--- config.mk ---
export PLATFORM = sky130hd
export DESIGN_NAME = dso_chan_mux
export DESIGN_NICKNAME = d
export VERILOG_FILES = /design/src/rtl/dso_mux_pkg.sv /design/src/rtl/dso_rr_next.sv /design/src/rtl/dso_chan_mux.sv
export SDC_FILE = /design/constraint.sdc
export NUM_CORES = 1
export LEC_CHECK = 0
export ABC_AREA = 1
export BUFFER_PORTS_ARGS = -buffer_cell sky130_fd_sc_hd__buf_2
export CELL_PAD_IN_SITES_DETAIL_PLACEMENT = 0
export CELL_PAD_IN_SITES_GLOBAL_PLACEMENT = 1
export CORE_MARGIN = 2
export CORE_UTILIZATION = 41
export DETAILED_ROUTE_END_ITERATION = 6
export MAX_ROUTING_LAYER = met4
export PLACE_DENSITY_LB_ADDON = 0.08
export SYNTH_ARGS = -nofsm -noshare
export SYNTH_HDL_FRONTEND = slang
export SYNTH_SLANG_ARGS = --single-unit
--- constraint.sdc ---
create_clock -name clk -period 1.6 [get_ports clk]
set_input_delay 0.32 -clock clk [delete_from_list [all_inputs] [get_ports clk]]
set_output_delay 0.32 -clock clk [all_outputs]
set_load 0.01 [all_outputs]
--- src/rtl/dso_mux_pkg.sv ---
// Shared types and reset defaults for the DSO channel selector.
package dso_mux_pkg;

   localparam int unsigned MAX_CH    = 16;
   localparam int unsigned MAX_SEL_W = 4;

   typedef enum logic [1:0] {
      ST_RUN    = 2'd0,
      ST_BLANK  = 2'd1,
      ST_COMMIT = 2'd2
   } state_t;

   // Sized for the largest channel count; instances use the low bits only.
   typedef struct packed {
      logic [MAX_SEL_W-1:0] sel;
      logic                 scan;
      logic [MAX_CH-1:0]    mask;
   } cfg_t;

   localparam cfg_t CFG_RST = '{sel: '0, scan: 1'b0, mask: '1};

endpackage

--- src/rtl/dso_rr_next.sv ---
// Round-robin helper: next set mask bit above the pointer (with wrap) and lowest set bit.
module dso_rr_next #(
   parameter  int unsigned NUM_CH = 4,
   localparam int unsigned SEL_W  = $clog2(NUM_CH)
) (
   input  logic [NUM_CH-1:0] i_mask,
   input  logic [SEL_W-1:0]  i_ptr,
   output logic [SEL_W-1:0]  o_next,
   output logic [SEL_W-1:0]  o_lowest
);

   // Descending scans: the last hit is the smallest qualifying index.
   always_comb begin
      o_lowest = '0;
      for (int unsigned i = NUM_CH; i > 0; i--) begin
         if (i_mask[i-1]) o_lowest = SEL_W'(i - 1);
      end
      o_next = o_lowest;
      for (int unsigned i = NUM_CH; i > 0; i--) begin
         if (((i - 1) > 32'(i_ptr)) && i_mask[i-1]) o_next = SEL_W'(i - 1);
      end
   end

endmodule

--- src/rtl/dso_chan_mux.sv ---
// Registered N-channel sample selector with blanked reconfiguration and round-robin scan.
module dso_chan_mux
   import dso_mux_pkg::*;
#(
   parameter  int unsigned NUM_CH    = 4,
   parameter  int unsigned DATA_W    = 8,
   parameter  int unsigned BLANK_CYC = 4,
   localparam int unsigned SEL_W     = $clog2(NUM_CH)
) (
   input  logic                     clk,
   input  logic                     rst,
   input  logic [NUM_CH*DATA_W-1:0] din,
   input  logic                     din_valid,
   input  logic [SEL_W-1:0]         cfg_sel,
   input  logic                     cfg_scan,
   input  logic [NUM_CH-1:0]        cfg_mask,
   input  logic                     cfg_load,
   output logic                     cfg_busy,
   output logic                     cfg_ack,
   output logic                     cfg_err,
   output logic [DATA_W-1:0]        dout,
   output logic                     dout_valid,
   output logic [SEL_W-1:0]         dout_chan
);

   localparam int unsigned         SEL_SPAN = 1 << SEL_W;
   localparam logic [SEL_SPAN-1:0] CH_EXIST = SEL_SPAN'({NUM_CH{1'b1}});

   state_t            r_state;
   cfg_t              r_cfg;
   cfg_t              r_shadow;
   logic [7:0]        r_blank;
   logic [SEL_W-1:0]  r_ptr;
   logic [DATA_W-1:0] r_din [NUM_CH];
   logic              r_vld;
   logic [DATA_W-1:0] r_dout;
   logic              r_dout_vld;
   logic [SEL_W-1:0]  r_dout_chan;
   logic              r_err;

   logic              w_run;
   logic              w_load_ok;
   logic              w_accept;
   logic              w_reject;
   logic              w_fwd;
   logic [SEL_W-1:0]  w_src;
   logic [NUM_CH-1:0] w_rr_mask;
   logic [SEL_W-1:0]  w_rr_next;
   logic [SEL_W-1:0]  w_rr_low;
   logic              w_unused_cfg;

   assign w_run     = (r_state == ST_RUN);
   assign w_load_ok = cfg_scan ? (|cfg_mask) : CH_EXIST[cfg_sel];
   assign w_accept  = w_run & cfg_load & w_load_ok;
   assign w_reject  = w_run & cfg_load & ~w_load_ok;
   // A beat leaves the capture stage only in RUN and not on the cycle a load is accepted.
   assign w_fwd     = r_vld & w_run & ~w_accept;
   assign w_src     = r_cfg.scan ? r_ptr : r_cfg.sel[SEL_W-1:0];
   assign w_rr_mask = (r_state == ST_COMMIT) ? r_shadow.mask[NUM_CH-1:0]
                                             : r_cfg.mask[NUM_CH-1:0];
   assign w_unused_cfg = ^{r_cfg, r_shadow};

   dso_rr_next #(.NUM_CH(NUM_CH)) u_rr_next (
      .i_mask   (w_rr_mask),
      .i_ptr    (r_ptr),
      .o_next   (w_rr_next),
      .o_lowest (w_rr_low)
   );

   always_ff @(posedge clk) begin
      if (din_valid) begin
         for (int unsigned k = 0; k < NUM_CH; k++) begin
            r_din[k] <= din[k*DATA_W +: DATA_W];
         end
      end
   end

   always_ff @(posedge clk) begin
      if (rst) begin
         r_state     <= ST_RUN;
         r_cfg       <= CFG_RST;
         r_shadow    <= CFG_RST;
         r_blank     <= '0;
         r_ptr       <= '0;
         r_vld       <= 1'b0;
         r_dout      <= '0;
         r_dout_vld  <= 1'b0;
         r_dout_chan <= '0;
         r_err       <= 1'b0;
      end else begin
         r_vld      <= din_valid & w_run & ~w_accept;
         r_dout_vld <= w_fwd;
         r_err      <= w_reject;
         if (w_fwd) begin
            r_dout      <= r_din[w_src];
            r_dout_chan <= w_src;
            if (r_cfg.scan) r_ptr <= w_rr_next;
         end
         case (r_state)
            ST_RUN: begin
               if (w_accept) begin
                  r_shadow <= '{sel: MAX_SEL_W'(cfg_sel), scan: cfg_scan, mask: MAX_CH'(cfg_mask)};
                  r_blank  <= 8'(BLANK_CYC);
                  r_state  <= ST_BLANK;
               end
            end
            ST_BLANK: begin
               r_blank <= r_blank - 8'd1;
               if (r_blank == 8'd1) r_state <= ST_COMMIT;
            end
            ST_COMMIT: begin
               r_cfg   <= r_shadow;
               r_ptr   <= w_rr_low;
               r_state <= ST_RUN;
            end
            default: r_state <= ST_RUN;
         endcase
      end
   end

   assign cfg_busy   = (r_state == ST_BLANK);
   assign cfg_ack    = (r_state == ST_COMMIT);
   assign cfg_err    = r_err;
   assign dout       = r_dout;
   assign dout_valid = r_dout_vld;
   assign dout_chan  = r_dout_chan;

endmodule

# ---- Word-level counts from Yosys, hierarchy flattened
# Memory sizes are Yosys's and may differ from the RTL's. A register that Yosys moved wholly into a read port is not among the register bits.
# Cells that the tools add are included.
dict set report classes {
  shift 0
  reduce_logical 12
  bitwise 9
  add_sub_neg 1
  eq_ne 5
  magnitude_cmp 4
  n_mul 0
  n_div 0
  mux 22
}
# operator count
set ops {}
lappend ops {{2-bit two-way mux} 13}
lappend ops {{8-bit one-hot mux with 2 select lines} 1}
lappend ops {{8-bit by 1-bit equality test with 1-bit output, second input constant} 1}
lappend ops {{8-bit two-way mux} 1}
lappend ops {{2-bit AND reduction} 4}
lappend ops {{8-bit by 1-bit subtractor with 8-bit output, second input constant} 1}
lappend ops {{1-bit bitwise AND} 7}
lappend ops {{2-bit nonzero test} 3}
lappend ops {{2-bit > comparator, first input constant} 2}
lappend ops {{1-bit two-way mux} 4}
lappend ops {{4-bit two-way mux} 1}
lappend ops {{2-bit by 1-bit inequality test with 1-bit output, second input constant} 2}
lappend ops {{2-bit one-hot mux with 2 select lines} 1}
lappend ops {{4-bit OR reduction} 1}
lappend ops {{1-bit logical AND} 3}
lappend ops {{2-bit by 3-bit < comparator with 1-bit output, second input constant} 1}
lappend ops {{1-bit binary-select mux with 2-bit select} 1}
lappend ops {{2-bit by 1-bit equality test with 1-bit output, second input constant} 1}
lappend ops {{2-bit equality test, second input constant} 1}
lappend ops {{1-bit by 2-bit > comparator with 1-bit output, first input constant} 1}
lappend ops {{2-bit logical NOT} 1}
lappend ops {{1-bit NOT} 2}
dict set report word_totals {
  memories 1
  mem_bits_rw 32
  romBits 0
  regBits 31
  latch_bits 0
  elab_cells 67
  input_bits 43
}
# memory depth width read_ports rd_clocked_by_memory_dff write_ports line_no
set mem_list {}
lappend mem_list {r_din 4 8 1 1 4 dso_chan_mux.sv:34} ;# logic [DATA_W-1:0] r_din [NUM_CH];

# ---- Depth between registers and ports, before layout
# Gate-level depths: netlist of the first run.
dict set report logic_depth {
  ltp_word 12
  mapped_depth 11
  ltp_nobuf 11
}

# ---- By module
# A second synthesis of the first run with hierarchy kept.
dict set report unflattened {
  cells_unflattened 372
  hier_area_um2 3061.7
}
# mod area_each_um2 n_inst cells_each
set by_module_without_submodules {}
lappend by_module_without_submodules {dso_chan_mux 2961.6 1 349}
lappend by_module_without_submodules {dso_rr_next 100.1 1 23}

# ---- Least setup slack after synthesis of the first run
# Ideal clock, no wire load.
dict set report synth_path {
  kind {register to register}
  start {reg r_state[0]}
  end {reg r_ptr[1]}
  setup_slack_ns 0.353
  required_time_ns 1.481
  path_buffers 1
  synth_period_minus_slack_ns 1.247
  stages_incl_launch_ff 10
  t_arrival_ns 1.127
  cell_sequence {dfxtp_1 > inv_2 > nand2_2 > nor2_4 > nand2_4 > buf_6 > nand3_2 > nand2_2 > o21ai_0 > a21oi_1}
}
dict set report synth_via {
  elab_chain_cells 12
}
# element line_no
set synth_rtl {}
lappend synth_rtl {{from (decl)} dso_chan_mux.sv:29} ;# state_t r_state;
lappend synth_rtl {{from (signal assigned)} dso_chan_mux.sv:80} ;# r_state <= ST_RUN;
lappend synth_rtl {{from (signal assigned)} dso_chan_mux.sv:104} ;# r_state <= ST_BLANK;
lappend synth_rtl {{from (signal assigned)} dso_chan_mux.sv:109} ;# if (r_blank == 8'd1) r_state <= ST_COMMIT;
lappend synth_rtl {{2-bit equality test} {dso_chan_mux.sv:59, dso_chan_mux.sv:99}}
lappend synth_rtl {{4-bit two-way mux} dso_chan_mux.sv:59} ;# assign w_rr_mask = (r_state == ST_COMMIT) ? r_shadow.mask[NUM_CH-1:0]
lappend synth_rtl {{2-bit two-way mux (4 in series)} dso_rr_next.sv:16} ;# if (i_mask[i-1]) o_lowest = SEL_W'(i - 1);
lappend synth_rtl {{2-bit two-way mux (3 in series)} dso_rr_next.sv:20} ;# if (((i - 1) > 32'(i_ptr)) && i_mask[i-1]) o_next = SEL_W'(i - 1);
lappend synth_rtl {{2-bit two-way mux} dso_chan_mux.sv:97} ;# if (r_cfg.scan) r_ptr <= w_rr_next;
lappend synth_rtl {{2-bit two-way mux} dso_chan_mux.sv:94} ;# if (w_fwd) begin
lappend synth_rtl {{2-bit two-way mux} dso_chan_mux.sv:99} ;# case (r_state)
lappend synth_rtl {{to (signal assigned)} dso_chan_mux.sv:97}
lappend synth_rtl {{to (signal assigned)} dso_chan_mux.sv:113} ;# r_ptr <= w_rr_low;
lappend synth_rtl {{to (decl)} dso_chan_mux.sv:33} ;# logic [SEL_W-1:0] r_ptr;
# Parallel ways exist; a longest one is shown, timed or not. The select of a mux whose other input is x is not followed.
# A chain may end at the register's enable or synchronous reset.

# ---- Worst setup path after layout of the first run
dict set report layout_path {
  start {reg r_state[1]}
  end {out cfg_busy}
}
dict set report layout_via {
  elab_chain_cells 1
}
# element line_no
set layout_rtl {}
lappend layout_rtl {{2-bit by 1-bit equality test with 1-bit output} dso_chan_mux.sv:121} ;# assign cfg_busy = (r_state == ST_BLANK);
lappend layout_rtl {{to (decl)} dso_chan_mux.sv:18} ;# output logic cfg_busy,
# No other way between the ends.

==> results.yml, run 1 <==
timing:
  slew_headroom_pct: 72.42
  finalCritPeriodShare_pct: 94.55
  maxSlewViolCount: 0
  hold_viol_final: 0
  rsz0062_at_grt: "false"
  holdWs_ns: 0.1539
  worst_pin_slew_ns: 0.4110
  timing.fmax_mhz: 661.0
  post-route-min-period_ns: 1.513
  tns_ns: 0
  final-setup-viol-count: 0
  clock_skew_ns: 0.006730
place:
  io_buffers: 56
  dp_hpwl_mm: 4.025
  routabilityCongestion: 0.7842
cells_and_area:
  final_nets: 420
  nFillCells: 671
  diodes: 0
  finalCoreUtilization_pct: 51.29
  area_delta_synth_final_pct: 20.72
  drive_gt1_share_pct: 26.32
  layout.cells.most_common: "nor2_1"
  layout_common_cells: "nor2_1, buf_2, nand2_1, dfxtp_1, edfxtp_1"
critical_path:
  reg2reg_depth: 7
  crit_slowest_cell: "dfxtp_2"
  path_depth: 4
  r2r-start: "r_cfg[16]"
  crit_chain: "inv_4 > nand2_2 > inv_1 > buf_2"
  slowest_delay_ns: 0.35
  crit_fanout: 6
  worst_setup_path_start_kind: "flop"
  critical_path_class: "flop to primary output"
  rrSetupSlack_ns: 0.15
  required_ns: 1.28
  r2r_end: "dout[4]"
  cp-end-kind: "primary output"
  cp_num_buf_inv: 3
  crit_family: "buffers and inverters"
  worstPathArrival_ns: 1.19
clock_network:
  cts_made_buffers: 9
  cts_root_buf: "clkbuf_8"
  clk_pin_slew_ns: 0.08
  clkLatencyLatePin_ns: 0.34
  cts_setup_buffers: 0
  clock-sinks: 71
  cts_tree: "yes"
  max-clock-path-buffers: 2
  h-tree-depth: 3
synth:
  synth_top_family_by_area: "simple AND/OR/NAND/NOR gates"
  synth_warnings: 0
  synthSimpleGateAreaFrac_pct: 21.07
  ys_types: 29
  synthMuxAreaShare_pct: 0
  synth_area_per_cell_um2: 9.281
  synth_fp_nets: 356
  synth-adder-area-share_pct: 0.8669
  ys_seq_area_share_pct: 60.34
  synth_xor_area_share_pct: 0
  ys_ff_latch: 71
  synthCells: 311
  netlist_area_um2: 2887
  synth_compound_area_share_pct: 11.62
grt:
  grt_max_degree: 34
  grt_use_total_pct: 16.90
  antenna_found_initial: 0
  grt_pass1_vias: 2017
  grt_pass1_wl_mm: 9.494
  grt_overflow: 0
floorplanning:
  die_h_um: 87.91
  num_rows: 30
  core_um2: 6794
  io_pins: 57
  floorplan.initialDensity_pct: 42.49
  die_area_um2: 7727
  die_w_um: 87.91
route:
  num_vias: 2191
  ant_nets: 0
  viasPerCell: 4.603
  first_pass_iters: 4
  drc_errors: 0
  drt_wl_total_mm: 5.666
  drt_iter0_drc: 98
  wire_per_inst_um: 11.90
run:
  maxCapViolations: 0
power:
  cellLeakagePower_nw: 1.499
  p_per_area_nw_per_um2: 1115
  peakVddDrop_mv: 0.7686
hold_path:
  min_to: "r_din[2][4]"
  hold_depth: 1
  min-delay-start: "din[20]"
  holdCritPathClass: "primary input to flop"
run_status:
  status: "finished, final reports clean"
[repair_timing]
action / CTS / global route
gates resized for setup: 1 / 3
hold endpoints to repair: 0 / 0
hold buffers: 0 / 0
setup endpoints to repair: 1 / 10
[where the power goes]
part / total [mW] / switching (mW) / leakage [nW] / internal, mW
logic: 0.395 / 0.236 / 0.779 / 0.159
clock network: 1.41 / 0.692 / 0.0875 / 0.718
registers: 2.08 / 0.0529 / 0.632 / 2.03
total: 3.88 / 0.980 / 1.50 / 2.90
[layout make-up]
type | instances | area, um^2 | share of cell area (%)
Sequential cell | 71 | 1744 | 50.05
Clock buffer | 9 | 123.9 | 3.555
Inverter | 29 | 113.9 | 3.268
Clock inverter | 7 | 73.82 | 2.118
Tap cell | 96 | 120.1 | 3.447
Timing Repair Buffer | 62 | 337.8 | 9.695
Multi-Input combinational cell | 202 | 970.9 | 27.86
[Yosys cell counts, drive strengths merged]
master  number  area (um^2)
inv         29        113.9
clkbuf       4        16.26
nor2        64        262.8
o21ai       39        195.2
nand3       15        85.08
o221ai       1        8.760
nand3b       1        7.510
dfxtp       39        780.8
a21oi       10        50.05
edfxtp      32        960.9
o211ai       3        22.52
o32ai        1        8.760
o22ai        8        50.05
or2          1        6.260
nor3         6        35.03
ha           2        25.02
buf          5        46.29
nand2       51        211.5
[worst max-delay path by stage]
stage | from | endpoint | slack, ns
after global placement | r_cfg[16] | dout[7] | 0.13
after detailed placement | cfg_mask[3] | dout_chan[0] | 0.12
final | r_state[1] | cfg_busy | 0.09
after CTS | r_state[1] | cfg_busy | 0.001
after floorplan | r_state[0] | r_ptr[1] | 0.35
after global routing | r_ptr[1] | dout[0] | 0.003
[cell families after synthesis]
group,after synthesis
buffers and inverters,38
adder cells (fa/ha/maj),2
flip-flops,71
AND/OR/NAND/NOR,138
AO/OA/AOI/OAI,62
[flip-flops by register name, summed over array words and instances, names as in the netlist]
name,flops
cfg_err,1
dout,8
dout_chan,2
dout_valid,1
r_blank,8
r_cfg,7
r_din,32
r_ptr,2
r_shadow,7
r_state,2
r_vld,1
[layer usage]
metal	part of all wire, %	track usage, %	up-vias
li1	-	-	1171
met1	48	21.01	958
met2	46	26.03	60
met3	5.2	4.807	2
met4	0.60	6.713	0
met5	0	-	-
[metrics by stage]
stage | total power [mW] | instances | setup slack [ns] | area (um^2)
after floorplan | 2.361 | 311 | 0.3534 | 2887
after global placement | 2.516 | 460 | 0.1294 | 3282
after detailed placement | 2.520 | 460 | 0.1233 | 3282
after CTS | 3.926 | 476 | 0.001108 | 3482
after global routing | 4.091 | 476 | 0.003277 | 3485
final | 3.885 | 476 | 0.08723 | 3485
Note: power is estimated with default switching activity, not from simulation.
==> run 2, diff against run 1 <==
- BUFFER_PORTS_ARGS: -buffer_cell sky130_fd_sc_hd__buf_2 -> unset
- CORE_UTILIZATION: 41 -> 47
- DONT_BUFFER_PORTS: unset -> 1
==> results.yml, run 2 (synthesis results as in run 1) <==
run_status:
  status: "finished, final reports clean"
clock_network:
  max-clock-path-buffers: 2
  clk_pin_slew_ns: 0.08
  cts_setup_buffers: 0
  postCtsHoldBufs: 0
  cts_root_buf: "clkbuf_8"
  h-tree-depth: 3
  clock-sinks: 71
  cts_made_buffers: 9
  clkLatencyLatePin_ns: 0.34
  ctsResizeCount: 0
  cts_tree: "yes"
critical_path:
  required_ns: 1.83
  worstPathArrival_ns: 1.67
  reg2reg_depth: 9
  critical_path_class: "flop to flop"
  r2r-start: "r_state[0]"
  r2r_end: "dout_chan[0]"
  cp-end-kind: "flop"
  crit_fanout: 10
  rrSetupSlack_ns: 0.16
  worst_setup_path_start_kind: "flop"
route:
  viasPerCell: 5.141
  wire_per_inst_um: 14.20
  drc_errors: 0
  drt_iter0_drc: 61
  drt_wl_total_mm: 5.652
  ant_nets: 0
  num_vias: 2046
  first_pass_iters: 4
timing:
  rsz0062_at_grt: "false"
  tns_ns: 0
  slew_headroom_pct: 78.05
  worst_pin_slew_ns: 0.3267
  clock_skew_ns: 0.008922
  final-setup-viol-count: 0
  finalCritPeriodShare_pct: 89.83
  timing.fmax_mhz: 695.7
  post-route-min-period_ns: 1.437
  maxSlewViolCount: 0
  hold_viol_final: 0
cells_and_area:
  regMostFlops: "r_din"
  layout_common_cells: "nor2_1, nand2_1, dfxtp_1, edfxtp_1, o21ai_0"
  final_cell_area_um2: 3189
  final_nets: 363
  largest_reg_flops: 32
  stdcell_count: 398
  area_delta_synth_final_pct: 10.49
  drive_gt1_share_pct: 11.76
  nFillCells: 564
  diodes: 0
  layout.cells.most_common: "nor2_1"
grt:
  grt-busiest-layer: "met2"
  grt_use_total_pct: 18.85
  use_met3_pct: 7.609
  grt_pass1_wl_mm: 9.032
  grt_pass1_vias: 1912
  antenna_found_initial: 0
  grt_overflow: 0
  grtUsageMet2_pct: 28.71
  use_met1_pct: 22.70
  grt_max_degree: 34
hold_path:
  hold_depth: 1
  min-delay-start: "rst"
  holdCritPathClass: "primary input to flop"
  min_to: "r_blank[4]"
place:
  placed_area_um2: 2968
  dp_hpwl_mm: 3.859
  placed_cells: 382
  routabilityCongestion: 0.8162
  io_buffers: 0
floorplanning:
  io_pins: 57
  die_h_um: 82.37
  floorplan.initialDensity_pct: 48.75
  num_rows: 28
  die_area_um2: 6784
  core_um2: 5921
  die_w_um: 82.37
power:
  power.total_mw: 3.899
  cellLeakagePower_nw: 1.270
  p_per_area_nw_per_um2: 1222
  peakVddDrop_mv: 0.6374
run:
  maxCapViolations: 0
-- run 2: cell count changes in the layout (fill, tap and decap cells not counted), sizes merged --
cell,delta
bufinv,+1
buf,-57
clkinv,+1
clkinvlp,-2
-- run 2: layout make-up --
class                      count  area (um^2)  area share (%)
sequential                    71         1742           54.61
clock inverter                 7        87.58           2.746
multi-input combinational    202        975.9           30.60
tap                           75        93.84           2.942
timing repair buffer           5        50.05           1.569
clock buffer                   9        123.9           3.884
inverter                      29        116.4           3.649
-- run 2: power breakdown --
part | internal, mW | switching [mW]
combinational | 0.109 | 0.190
sequential | 2.03 | 0.0638
clock | 0.864 | 0.645
-- run 2: metal layers --
layer  part of all wire (%)  up-vias  wire length, um
li1                       -     1055                -
met1                     46      936             2627
met2                     47       51             2629
met3                    6.1        4              343
met4                   0.90        0               51
met5                      0        -                0
-- run 2: worst max-delay path: stages, from the launching register on --
cell,delay [ns]
dfxtp_1,0.42
inv_2,0.09
nand2_2,0.10
nor2_4,0.06
nand2_4,0.10
nand3_2,0.10
nor2_4,0.16
inv_2,0.13
o21ai_1,0.14
nor2_1,0.05
-- run 2: how the worst max path moves through the flow --
stage | start | endpoint | slack (ns)
finish | r_state[0] | dout_chan[0] | 0.16
global route | r_state[0] | dout[5] | 0.02
CTS | r_state[1] | cfg_busy | 0.06
detailed placement | r_cfg[16] | dout[0] | 0.13
global placement | r_cfg[16] | dout[5] | 0.17
floorplan | r_state[0] | r_ptr[1] | 0.35
-- run 2: through the flow --
step                util [%]  setup slack (ns)  hold slack [ns]
CTS                    53.70           0.05910          0.02193
detailed placement     50.13            0.1286           0.3925
global route           53.87           0.01997          0.01464
floorplan                  -            0.3534           0.4189
finish                 53.87            0.1627          0.03958
global placement       50.13            0.1741           0.3921
==> run 3, diff against run 2 <==
- clock period: 1.6 -> 1.64 ns (I/O delays scaled with it)
==> results.yml, run 3 (synthesis results as in run 1) <==
clock_network:
  max-clock-path-buffers: 2
  postCtsHoldBufs: 0
  clkLatencyLatePin_ns: 0.35
  clock-sinks: 71
  h-tree-depth: 3
  cts_root_buf: "clkbuf_8"
  cts_setup_buffers: 0
  cts_tree: "yes"
  clk_pin_slew_ns: 0.08
  ctsResizeCount: 0
  cts_made_buffers: 9
critical_path:
  critical_path_class: "flop to primary output"
  required_ns: 1.31
  crit_chain: "inv_4 > nor2_4 > buf_4"
  worst_setup_path_start_kind: "flop"
  slowest_delay_ns: 0.44
  crit_family: "flip-flops"
  crit_slowest_cell: "dfxtp_1"
  cp-end-kind: "primary output"
  crit_fanout: 5
  worstPathArrival_ns: 1.17
  cp_num_buf_inv: 2
power:
  p_per_area_nw_per_um2: 1182
  cellLeakagePower_nw: 1.279
  peakVddDrop_mv: 0.7272
grt:
  grt_pass1_vias: 1880
  grt_use_total_pct: 18.72
  grt_overflow: 0
  antenna_found_initial: 0
  grt_pass1_wl_mm: 8.928
  grt_max_degree: 34
floorplanning:
  floorplan.initialDensity_pct: 48.75
  die_h_um: 82.37
  die_area_um2: 6784
  die_w_um: 82.37
  io_pins: 57
  core_um2: 5921
  num_rows: 28
place:
  routabilityCongestion: 0.7847
  io_buffers: 0
  dp_hpwl_mm: 3.955
cells_and_area:
  regMostFlops: "r_din"
  largest_reg_flops: 32
  finalCoreUtilization_pct: 53.74
  layout_common_cells: "nor2_1, nand2_1, dfxtp_1, edfxtp_1, o21ai_0"
  area_delta_synth_final_pct: 10.23
  diodes: 0
  layout.cells.most_common: "nor2_1"
  final_nets: 365
  drive_gt1_share_pct: 12.92
timing:
  worst_pin_slew_ns: 0.3371
  hold_viol_final: 0
  post-route-min-period_ns: 1.495
  timing.fmax_mhz: 668.9
  maxSlewViolCount: 0
  rsz0062_at_grt: "false"
  tns_ns: 0
  finalCritPeriodShare_pct: 91.15
  clock_skew_ns: 0.01312
  final-setup-viol-count: 0
  slew_headroom_pct: 77.35
run:
  maxCapViolations: 0
route:
  drt_iter0_drc: 142
  drt_wl_total_mm: 5.631
  num_vias: 2046
  wire_per_inst_um: 14.08
  drc_errors: 0
  ant_nets: 0
  viasPerCell: 5.115
  first_pass_iters: 4
run_status:
  status: "finished, final reports clean"
hold_path:
  holdCritPathClass: "primary input to flop"
[run 3: changes by cell type in the layout (fill, tap and decap cells not counted), sizes merged]
| cell | previous run | this run |
|---|---|---|
| buf | 5 | 7 |
| bufinv | 2 | 1 |
| inv | 29 | 31 |
| clkinvlp | 2 | 1 |
[run 3: layer usage]
layer  wire [um]  vias up  track usage, %
li1            -     1061               -
met1        2663      935           22.95
met2        2631       44           28.55
met3         291        6           7.500
met4          44        0           5.500
met5           0        -               -
[run 3: worst paths after layout]
kind	startpoint	to	slack, ns	depth (start not counted)
min reg2reg	r_shadow[17]	r_shadow[17]	0.48	2
max	r_state[1]	cfg_ack	0.15	3
min	rst	r_blank[4]	0.03	1
max reg2reg	r_state[0]	r_ptr[1]	0.17	9
[run 3: final cells by class]
cell class	instances	area, um^2
Fill cell	545	2739
Tap cell	75	93.84
Clock buffer	9	123.9
Clock inverter	7	80.08
Timing Repair Buffer	7	52.55
Sequential cell	71	1742
Multi-Input combinational cell	202	975.9
Inverter	29	113.9
[run 3: metrics by stage]
| stage | power, mW | area (um^2) | std cells | hold WS (ns) | setup WS [ns] |
|---|---|---|---|---|---|
| after floorplan | 2.303 | 2887 | 311 | 0.4269 | 0.3934 |
| after global placement | 2.369 | 2970 | 384 | 0.4018 | 0.2200 |
| after detailed placement | 2.374 | 2970 | 384 | 0.4004 | 0.2108 |
| after CTS | 3.805 | 3174 | 400 | 0.01715 | 0.09210 |
| after global routing | 3.935 | 3182 | 400 | 0.007007 | 0.04512 |
| final | 3.761 | 3182 | 400 | 0.03387 | 0.1451 |
[run 3: power breakdown]
group,switching [mW],total (mW),internal [mW]
logic,0.189,0.295,0.106
clock network,0.708,1.43,0.720
registers,0.0609,2.04,1.98
